<file path="src/rtl/if_pc_gen_pkg.sv">
// Shared definitions for the instruction-fetch front end: reset PC default,
// NOP encoding, controller stall-bit indices and the fetch FIFO entry format.
package if_pc_gen_pkg;

  localparam logic [31:0] RESET_PC_DEFAULT = 32'h1c00_0000;
  localparam logic [31:0] NOP_INST         = 32'h0340_0000;

  // Bit positions inside the controller stall vector.
  localparam int STALL_PC = 0;  // holds PC advance / request issue
  localparam int STALL_IF = 1;  // holds the hand-off to if_buffer_1

  // One buffered fetch result as presented to if_buffer_1.
  typedef struct packed {
    logic [31:0] pc;
    logic [31:0] inst;
    logic        adef;
  } fetch_entry_t;

  localparam int ENTRY_W = $bits(fetch_entry_t);

endpackage

</file>
<file path="src/rtl/if_fetch_fifo.sv">
// Small synchronous FIFO used both for buffered fetch results and for the
// tag queue of in-flight request PCs. Push and pop may coincide when full;
// clear empties the FIFO in one cycle. Head is valid whenever count != 0.
module if_fetch_fifo #(
  parameter  int DEPTH = 2,
  parameter  int WIDTH = 32,
  localparam int PTR_W = (DEPTH > 1) ? $clog2(DEPTH) : 1,
  localparam int CNT_W = $clog2(DEPTH + 1)
) (
  input  logic             clk,
  input  logic             rst_n,
  input  logic             clear,
  input  logic             push,
  input  logic [WIDTH-1:0] push_data,
  input  logic             pop,
  output logic [WIDTH-1:0] head,
  output logic [CNT_W-1:0] count
);

  logic [WIDTH-1:0] mem [DEPTH];
  logic [PTR_W-1:0] rd_ptr;
  logic [PTR_W-1:0] wr_ptr;
  logic             do_push;
  logic             do_pop;

  function automatic logic [PTR_W-1:0] next_ptr(input logic [PTR_W-1:0] p);
    return (p == PTR_W'(DEPTH - 1)) ? '0 : p + 1'b1;
  endfunction

  // A pop on empty is ignored; a push on full is accepted only alongside a pop.
  assign do_pop  = pop && (count != '0);
  assign do_push = push && ((count < CNT_W'(DEPTH)) || do_pop);

  // Pointer and occupancy bookkeeping; clear behaves like a reset.
  // NOTE: sequential state uses <= so every register samples pre-edge values.
  always_ff @(posedge clk) begin
    if (!rst_n || clear) begin
      rd_ptr <= '0;
      wr_ptr <= '0;
      count  <= '0;
    end else begin
      if (do_push) wr_ptr <= next_ptr(wr_ptr);
      if (do_pop)  rd_ptr <= next_ptr(rd_ptr);
      count <= count + CNT_W'(do_push) - CNT_W'(do_pop);
    end
  end

  // Entry storage.
  // NOTE: the array has no reset; validity is carried by count alone.
  always_ff @(posedge clk) begin
    if (do_push) mem[wr_ptr] <= push_data;
  end

  assign head = mem[rd_ptr];

endmodule

</file>
<file path="src/rtl/if_pc_gen.sv">
// PC generation and instruction-fetch front end (first pipeline stage).
// Issues in-order fetch requests under a credit scheme that reserves a FIFO
// slot for every live in-flight request, drops responses that belong to
// requests issued before a flush/branch redirect, and buffers results for
// if_buffer_1.
// Optional feature macro: IF_ADEF_CHECK_EN (misaligned-PC address error
// entries instead of memory requests).
module if_pc_gen
  import if_pc_gen_pkg::*;
#(
  parameter logic [31:0] RESET_PC        = RESET_PC_DEFAULT,
  parameter int          MAX_OUTSTANDING = 2,
  parameter int          BUF_DEPTH       = 2
) (
  input  logic        clk,
  input  logic        rst_n,
  input  logic [6:0]  stall,
  input  logic        flush,
  input  logic [31:0] new_pc,
  input  logic        branch_flag_i,
  input  logic [31:0] branch_target_i,
  output logic        imem_req_valid_o,
  input  logic        imem_req_ready_i,
  output logic [31:0] imem_addr_o,
  input  logic        imem_resp_valid_i,
  input  logic [31:0] imem_rdata_i,
  output logic        inst_valid_o,
  output logic [31:0] inst_pc_o,
  output logic [31:0] inst_o,
  output logic        excp_adef_o
);

  localparam int CNT_W  = $clog2(MAX_OUTSTANDING + 1);
  localparam int FCNT_W = $clog2(BUF_DEPTH + 1);

  logic [31:0]        pc;
  logic [CNT_W-1:0]   outstanding;   // every request in flight, stale or live
  logic [CNT_W-1:0]   discard;       // in-flight requests whose data is dropped
  logic [CNT_W-1:0]   tag_count;     // live in-flight requests
  logic [31:0]        tag_head;
  logic [FCNT_W-1:0]  fifo_count;
  logic [ENTRY_W-1:0] fifo_head;
  fetch_entry_t       head_e;
  fetch_entry_t       push_entry;

  logic        redirect;
  logic [31:0] redirect_pc;
  logic        credit_ok;
  logic        issue_ok;
  logic        fire;
  logic        resp_live;
  logic        adef_push;
  logic        push;
  logic        pop;

  // Flush outranks a branch redirect issued in the same cycle.
  assign redirect    = flush || branch_flag_i;
  assign redirect_pc = flush ? new_pc : branch_target_i;

  // Live requests plus buffered entries must leave room for one more entry;
  // the memory-side limit counts stale requests as well.
  assign credit_ok = (int'(tag_count) + int'(fifo_count) < BUF_DEPTH) &&
                     (int'(outstanding) < MAX_OUTSTANDING);
  assign issue_ok  = rst_n && !stall[STALL_PC] && !redirect && credit_ok;

`ifdef IF_ADEF_CHECK_EN
  logic pc_misaligned;
  logic adef_sent;

  assign pc_misaligned    = (pc[1:0] != 2'b00);
  assign imem_req_valid_o = issue_ok && !pc_misaligned;
  // The error entry waits for earlier live requests so output order is kept,
  // and is produced once per redirect while the PC holds.
  assign adef_push = issue_ok && pc_misaligned && !adef_sent && (tag_count == '0);

  // Remembers that the address-error entry for the current PC was queued.
  always_ff @(posedge clk) begin
    if (!rst_n || redirect) adef_sent <= 1'b0;
    else if (adef_push)     adef_sent <= 1'b1;
  end
`else
  assign imem_req_valid_o = issue_ok;
  assign adef_push        = 1'b0;
`endif

  assign imem_addr_o = pc;
  assign fire        = imem_req_valid_o && imem_req_ready_i;
  assign resp_live   = imem_resp_valid_i && (discard == '0) && !redirect;
  assign push        = resp_live || adef_push;

  // Select what enters the output FIFO: a memory response or an error entry.
  // NOTE: the default is assigned first so no path leaves it unassigned (no latch).
  always_comb begin
    push_entry      = '0;
    push_entry.pc   = tag_head;
    push_entry.inst = imem_rdata_i;
    if (adef_push) begin
      push_entry.pc   = pc;
      push_entry.inst = NOP_INST;
      push_entry.adef = 1'b1;
    end
  end

  // PC and in-flight bookkeeping; a redirect turns every pending request stale.
  always_ff @(posedge clk) begin
    if (!rst_n) begin
      pc          <= RESET_PC;
      outstanding <= '0;
      discard     <= '0;
    end else if (redirect) begin
      pc          <= redirect_pc;
      outstanding <= outstanding - CNT_W'(imem_resp_valid_i);
      discard     <= outstanding - CNT_W'(imem_resp_valid_i);
    end else begin
      if (fire) pc <= pc + 32'd4;
      outstanding <= outstanding + CNT_W'(fire) - CNT_W'(imem_resp_valid_i);
      if (imem_resp_valid_i && (discard != '0)) discard <= discard - 1'b1;
    end
  end

  // PCs of live requests, matched in order against returning data.
  if_fetch_fifo #(
    .DEPTH (MAX_OUTSTANDING),
    .WIDTH (32)
  ) u_tag_q (
    .clk       (clk),
    .rst_n     (rst_n),
    .clear     (redirect),
    .push      (fire),
    .push_data (pc),
    .pop       (resp_live),
    .head      (tag_head),
    .count     (tag_count)
  );

  // Buffered fetch results awaiting if_buffer_1.
  if_fetch_fifo #(
    .DEPTH (BUF_DEPTH),
    .WIDTH (ENTRY_W)
  ) u_fetch_q (
    .clk       (clk),
    .rst_n     (rst_n),
    .clear     (redirect),
    .push      (push),
    .push_data (push_entry),
    .pop       (pop),
    .head      (fifo_head),
    .count     (fifo_count)
  );

  assign head_e       = fetch_entry_t'(fifo_head);
  assign inst_valid_o = (fifo_count != '0) && !redirect;
  assign pop          = inst_valid_o && !stall[STALL_IF];
  // Outputs read zero while nothing is buffered.
  assign inst_pc_o    = (fifo_count != '0) ? head_e.pc   : '0;
  assign inst_o       = (fifo_count != '0) ? head_e.inst : '0;

`ifdef IF_ADEF_CHECK_EN
  assign excp_adef_o = (fifo_count != '0) && head_e.adef;
  logic unused_bits;
  assign unused_bits = ^stall[6:2];
`else
  assign excp_adef_o = 1'b0;
  logic unused_bits;
  assign unused_bits = ^{stall[6:2], head_e.adef};
`endif

endmodule

</file>
<file path="config.mk">
export PLATFORM = sky130hd
export DESIGN_NAME = if_pc_gen
export DESIGN_NICKNAME = d
export VERILOG_FILES = /design/src/rtl/if_pc_gen_pkg.sv /design/src/rtl/if_fetch_fifo.sv /design/src/rtl/if_pc_gen.sv
export SDC_FILE = /design/constraint.sdc
export NUM_CORES = 1
export LEC_CHECK = 0
export CAP_MARGIN = 25
export CORE_MARGIN = 3
export CORE_UTILIZATION = 35
export CTS_CLUSTER_DIAMETER = 80
export DETAILED_ROUTE_END_ITERATION = 10
export GPL_ROUTABILITY_DRIVEN = 0
export PLACE_DENSITY = 0.6
export SYNTH_ARGS = -nofsm -noshare
export SYNTH_HDL_FRONTEND = slang
export SYNTH_SLANG_ARGS = --single-unit
</file>
<file path="constraint.sdc">
create_clock -name clk -period 11.1 [get_ports clk]
set_input_delay 2.22 -clock clk [delete_from_list [all_inputs] [get_ports clk]]
set_output_delay 2.22 -clock clk [all_outputs]
set_load 0.01 [all_outputs]
</file>
# Word-level counts from Yosys, hierarchy flattened
# Memory sizes are Yosys's and may differ from the RTL's. A register that Yosys moved wholly into a read port is not among the register bits.
# Index checks and enable logic that the tools add are counted.
dict set report totals {
  regBits 44
  ramBits 192
  in_bits 109
  output_inout_bits 99
  elab_cells 77
  memories 2
}
dict set report op_classes {
  add_sub_neg 14
  n_lt_le_gt_ge 4
  n_mux 20
  n_reduce_logical 28
}
# name depth word_bits read_ports rd_clocked_by_memory_dff wr line
set memory_table {}
lappend memory_table {u_fetch_q.mem 2 64 1 1 1 if_fetch_fifo.sv:20} ;# logic [WIDTH-1:0] mem [DEPTH];
lappend memory_table {u_tag_q.mem 2 32 1 1 1 if_fetch_fifo.sv:20}
# cell count
set ops {}
lappend ops {{2-to-1 mux 32 bit} 5}
lappend ops {{adder 32 x 3 -> 32 bit (second input constant)} 1}
lappend ops {{logical AND 1 bit} 14}
lappend ops {{2-to-1 mux 1 bit} 12}
lappend ops {{nonzero test 2 bit} 5}
lappend ops {{subtractor 2 x 1 -> 2 bit} 4}
lappend ops {{adder 2 x 1 -> 2 bit} 3}
lappend ops {{less-than comparator 2 bit (second input constant)} 3}
lappend ops {{2-to-1 mux 2 bit} 3}
lappend ops {{adder 1 bit (second input constant)} 4}
lappend ops {{logical NOT 1 bit} 4}
lappend ops {{logical OR 1 bit} 4}
lappend ops {{adder 2 x 2 -> 3 bit} 1}
lappend ops {{less-than comparator 3 x 2 -> 1 bit (second input constant)} 1}
lappend ops {{logical NOT 2 bit} 1}
lappend ops {{subtractor 2 x 1 -> 2 bit (second input constant)} 1}

# Logic depth before layout (Yosys ltp)
dict set report depth {
  word_depth 9
  depth_mapped 15
  mapped_depth_nobuf 14
}

# By module
# From an unflattened synthesis, not the netlist that was laid out.
dict set report unflattened {
  hier_cells 765
  area_unflattened_um2 10836.6
}
# module n_inst cells_per_inst area_each_um2 seq_area_each_um2
set by_module_without_submodules {}
lappend by_module_without_submodules {{if_fetch_fifo at u_fetch_q} 1 228 5137.4 4003.8}
lappend by_module_without_submodules {if_pc_gen 1 411 2991.6 720.7}
lappend by_module_without_submodules {{if_fetch_fifo at u_tag_q} 1 126 2707.6 2021.9}

# Worst setup path before layout
# OpenSTA, ideal clock, no wires.
dict set report synth_timing {
  kind {input to register}
  start {input port flush}
  end {memory u_fetch_q.mem[0][0] (netlist bit) (enable)}
  setup_time_ns 0.494
  arrival_time_ns 5.835
  t_required_ns 10.606
  setup_slack_ns 4.771
  path_stages 3
  n_path_buf 0
  path_cell_list {or2_2 a211oi_1 nor2b_1}
}
dict set report synth_between {
  elab_chain_cells 9
  elab_cells_between_ends 10
  classes_between {mux (2); reduce/logical (8)}
}
# element line
set synth_lines {}
lappend synth_lines {{start, declared} if_pc_gen.sv:18} ;# input logic flush,
lappend synth_lines {{logical OR 1 bit (*)} if_pc_gen.sv:57} ;# assign redirect = flush || branch_flag_i;
lappend synth_lines {{logical NOT 1 bit (*)} {if_pc_gen.sv:88, if_pc_gen.sv:152}}
lappend synth_lines {{logical AND 1 bit} if_pc_gen.sv:152} ;# assign inst_valid_o = (fifo_count != '0) && !redirect;
lappend synth_lines {{logical AND 1 bit} if_pc_gen.sv:153} ;# assign pop = inst_valid_o && !stall[STALL_IF];
lappend synth_lines {{logical AND 1 bit} if_fetch_fifo.sv:31} ;# assign do_pop = pop && (count != '0);
lappend synth_lines {{logical OR 1 bit} if_fetch_fifo.sv:32} ;# assign do_push = push && ((count < CNT_W'(DEPTH)) || do_pop);
lappend synth_lines {{logical AND 1 bit (*)} if_fetch_fifo.sv:32}
lappend synth_lines {{via u_fetch_q.do_push} if_fetch_fifo.sv:23} ;# logic do_push;
lappend synth_lines {{2-to-1 mux 1 bit (*)} if_fetch_fifo.sv:51} ;# if (do_push) mem[wr_ptr] <= push_data;
lappend synth_lines {{2-to-1 mux 1 bit (implied by the code) (*)} if_fetch_fifo.sv:51}
lappend synth_lines {{end, declared} if_fetch_fifo.sv:20}
# The timed path passes the listed nets; every way through them passes the cells marked *.

# Worst setup path in the final report
dict set report layout_timing {
  start {input port rst_n}
  end {output port imem_req_valid_o}
}
dict set report layout_between {
  elab_chain_cells 3
}
# element line
set layout_lines {}
lappend layout_lines {{start, declared} if_pc_gen.sv:16} ;# input logic rst_n,
lappend layout_lines {{logical AND 1 bit (3 in a row)} if_pc_gen.sv:64} ;# assign issue_ok = rst_n && !stall[STALL_PC] && !redirect && credit_ok;
lappend layout_lines {{end, declared} if_pc_gen.sv:22} ;# output logic imem_req_valid_o,
# No other way between the ends.

==> run_results.csv <==
group,metric,value,unit
sta,finalCritPeriodShare,0.593,
logic_synthesis,yosysMostFrequentCell,"edfxtp_1",
pwr,p_comb_frac,0.070,
global_routing,grt_pass1_vias,6577,
critical_path,slowest_stage,"clkdlybuf4s50_1",
sta,relSlewSlack,0.355,
sta,tns,0,ns
layout,seqCellArea,6690,um^2
global_routing,globalRouteTotalUtil,0.154,
global_routing,gr-total-overflow,0,
critical_path,r2r_start,"u_fetch_q.count[0]",
clock_tree,cts.clk_slew.worst_paths,0.06,ns
pwr,peakVddDrop,0.108,mV
routing,drc_errors,0,
placement,io_buffers,201,
routing,wl,24700,um
pwr,power,1.97,mW
run,maxCapViolCount,0,
logic_synthesis,synthesis.nets,897,
logic_synthesis,async_flop_share,0,
floorplanning,ios,208,
layout,utilization,0.474,
logic_synthesis,synth_common_cells,"edfxtp_1 (192), nor2_1 (101), mux2i_1 (68)",
clock_tree,clk_latency,0.52,ns
sta,hold_violations,0,
routing,wire_per_inst,18.0,um
clock_tree,cts_resized,0,
pwr,p_sw_frac,0.214,
sta,slew_violations,0,
critical_path,start_kind,"input pin",
global_routing,grt_pass1_wl,37300,um
routing,dr.max_layer_used,"met4",
logic_synthesis,syn_avg_cell_area,13.0,um^2
pwr,cellInternalPower,1.55,mW
logic_synthesis,synthCells,778,
layout,multiInputGateArea,3200,um^2
logic_synthesis,synthTopCellsByArea,"edfxtp_1 (57%), dfxtp_1 (9.1%), mux2i_1 (6.7%), nor2_1 (3.7%), mux2_2 (3.7%)",
layout,fill_cells,2480,
logic_synthesis,ys_warn_count,0,
pwr,seq_power_share,0.509,
floorplanning,core_area,28200,um^2
clock_tree,cts_tree,"built",
critical_path,cp_max_fo,40,
sta,setup_viol,0,
critical_path,cpMostUsedCell,"clkdlybuf4s50_1",
pwr,clkPwrFrac,0.422,
clock_tree,clock-sinks,238,
logic_synthesis,synth_top_cell_by_area,"edfxtp_1",
routing,met1_length,11000,um
run_status,status,"complete, no violations",
sta,period_needed,6.58,ns
sta,tightest_slew,0.967,ns
layout,drive_gt1_frac,0.0957,
routing,met2WireLength,11500,um
layout,antenna_cells,0,
floorplanning,fp.dieArea,31100,um^2
pwr,p_leak,4.43,nW
clock_tree,cts_root_buf,"clkbuf_16",
floorplanning,fp.dieW,176,um
floorplanning,rows,61,
logic_synthesis,ys_ff_latch,238,
placement,hpwl,15600,um
critical_path,worstPathArrival,4.36,ns
logic_synthesis,seq_area_frac_synth,0.659,
layout,syn2layout_area_growth,31.6,%
logic_synthesis,synth_edf_count,192,
pwr,cellPowerDensity,147,nW/um^2
critical_path,rr_endpoint,"u_tag_q.mem[1][3]",
critical_path,reg2reg_depth,7,
logic_synthesis,yosys_most_used_dff,"edfxtp_1",
critical_path,critPathCaptureType,"output port",
clock_tree,hold_buffers,0,
layout,final_nets,1092,
clock_tree,cts_buffers,26,
floorplanning,die_h,176,um
critical_path,worstPathRequired,8.88,ns
routing,drt_first_pass_iters,6,
critical_path,cp-startpoint,"rst_n",
routing,viasPerCell,4.85,
sta,rsz0062_at_grt,"no",
critical_path,r2r_slack,7.37,ns
logic_synthesis,syn_area,10200,um^2
critical_path,cp_cell_sequence,"clkdlybuf4s50_1 > buf_4 > nand2_1 > nor2_1 > clkdlybuf4s50_1",
critical_path,worstSetupPathType,"in -> out",
global_routing,antenna_found_initial,0,
pwr,power_switching,0.422,mW
clock_tree,clock_path_buffers,3,
logic_synthesis,synth_cell_type_count,55,
layout,final_area,13400,um^2
routing,vias,6648,
placement,place_area,12500,um^2
sta,hold-worst-slack,0.527,ns
logic_synthesis,yosysTopAreaCellShare,0.568,
critical_path,crit_end,"imem_req_valid_o",
global_routing,grt_max_degree,69,
critical_path,slowest_delay,0.57,ns
min_path,hp-class,"reg -> reg",
routing,route.met3.wl,1710,um
routing,drt_iter0_drc,421,
clock_tree,h-tree-depth,1,
sta,final.setup_skew,0.0119,ns
floorplanning,initial_core_util,0.360,
routing,ant_nets,0,
sta,max_freq,152,MHz
clock_tree,cts_setup_buffers,0,
==> cells in the final DEF, fill, tap and decap left out, types with 3 or more instances in the layout <==
master,count
xor2_1,6
clkbuf_16,27
nor3_1,10
nand2_1,65
clkinv_1,5
o211a_1,7
o211ai_1,6
a21oi_1,25
nor4_1,6
dfxtp_1,44
nor2_1,100
ha_1,9
nand4_1,11
clkdlybuf4s50_1,199
clkinv_2,5
and4_1,3
mux2i_1,68
edfxtp_1,192
nand3_1,10
mux2_2,33
or2_2,3
xnor2_1,24
a21boi_0,3
inv_1,17
and2_1,5
and3_1,7
clkbuf_1,5
buf_4,8
o31ai_1,4
o21ai_0,27
or4_1,3
nor2b_1,6
a221o_1,3
==> per-stage QoR <==
step | std cells | setup slack, ns
after CTS | 1370 | 4.49
after floorplan | 778 | 4.77
after detailed placement | 1322 | 4.51
after global placement | 1321 | 4.46
after global routing | 1371 | 4.35
final | 1371 | 4.52
==> sequential cells by signal, indices dropped and copies added, names as in the netlist, named ones only <==
register / cells
u_tag_q.count: 2
u_fetch_q.mem: 128
u_fetch_q.count: 2
outstanding: 2
u_tag_q.mem: 64
u_fetch_q.rd_ptr: 1
discard: 2
u_tag_q.wr_ptr: 1
imem_addr_o: 32
u_tag_q.rd_ptr: 1
u_fetch_q.wr_ptr: 1
==> critical path, delay by kind of cell <==
family,cells,cell delay (ns)
buf+inv,3,1.40
simple gates,2,0.72
==> worst min-delay path by stage <==
stage,from,endpoint,slack (ns),cells past startpoint
global placement,u_fetch_q.rd_ptr,u_fetch_q.rd_ptr,0.50,2
finish,u_fetch_q.rd_ptr,flop,0.53,2
detailed placement,u_fetch_q.rd_ptr,flop,0.50,2
CTS,u_fetch_q.rd_ptr,flop,0.52,2
global route,imem_addr_o[0],u_tag_q.mem[0][0],0.53,0
floorplan,u_tag_q.rd_ptr,flop,0.48,2
==> logic make-up after synthesis <==
group                      after synthesis  share of synthesized area
DFF                                    238                      0.659
buffers and inverters                   61                     0.0288
muxes                                  101                      0.104
adders and majority gates               10                     0.0131
xor gates and xnor gates                30                     0.0259
other                                    1                   0.000369
AOI/OAI and AO/OA                       92                     0.0594
and+or+nand+nor                        245                      0.110
==> power groups by stage <==
stage                     logic (mW)  registers [mW]  clock network (mW)
after floorplan               0.0605            1.02                   0
after global placement         0.136            1.02                   0
after detailed placement       0.138            1.02                   0
after CTS                      0.139            1.00               0.856
after global routing           0.151            1.00               0.888
final                          0.138            1.00               0.830
==> layout make-up <==
cell class / count / share of cell area
inverters: 17 / 0.00478
flip-flops and latches: 238 / 0.501
clock buffers: 32 / 0.0520
clock inverters: 16 / 0.0102
multi-input cells: 479 / 0.240
repair buffers: 211 / 0.157
well taps: 378 / 0.0354
==> per-layer routing <==
layer  global-route usage  up-vias
met5                    0        -
met4               0.0396        0
met3               0.0370       36
met2                0.256      216
met1                0.203     3162
li1                     -     3234
Note: power is estimated with default switching activity, not from simulation.
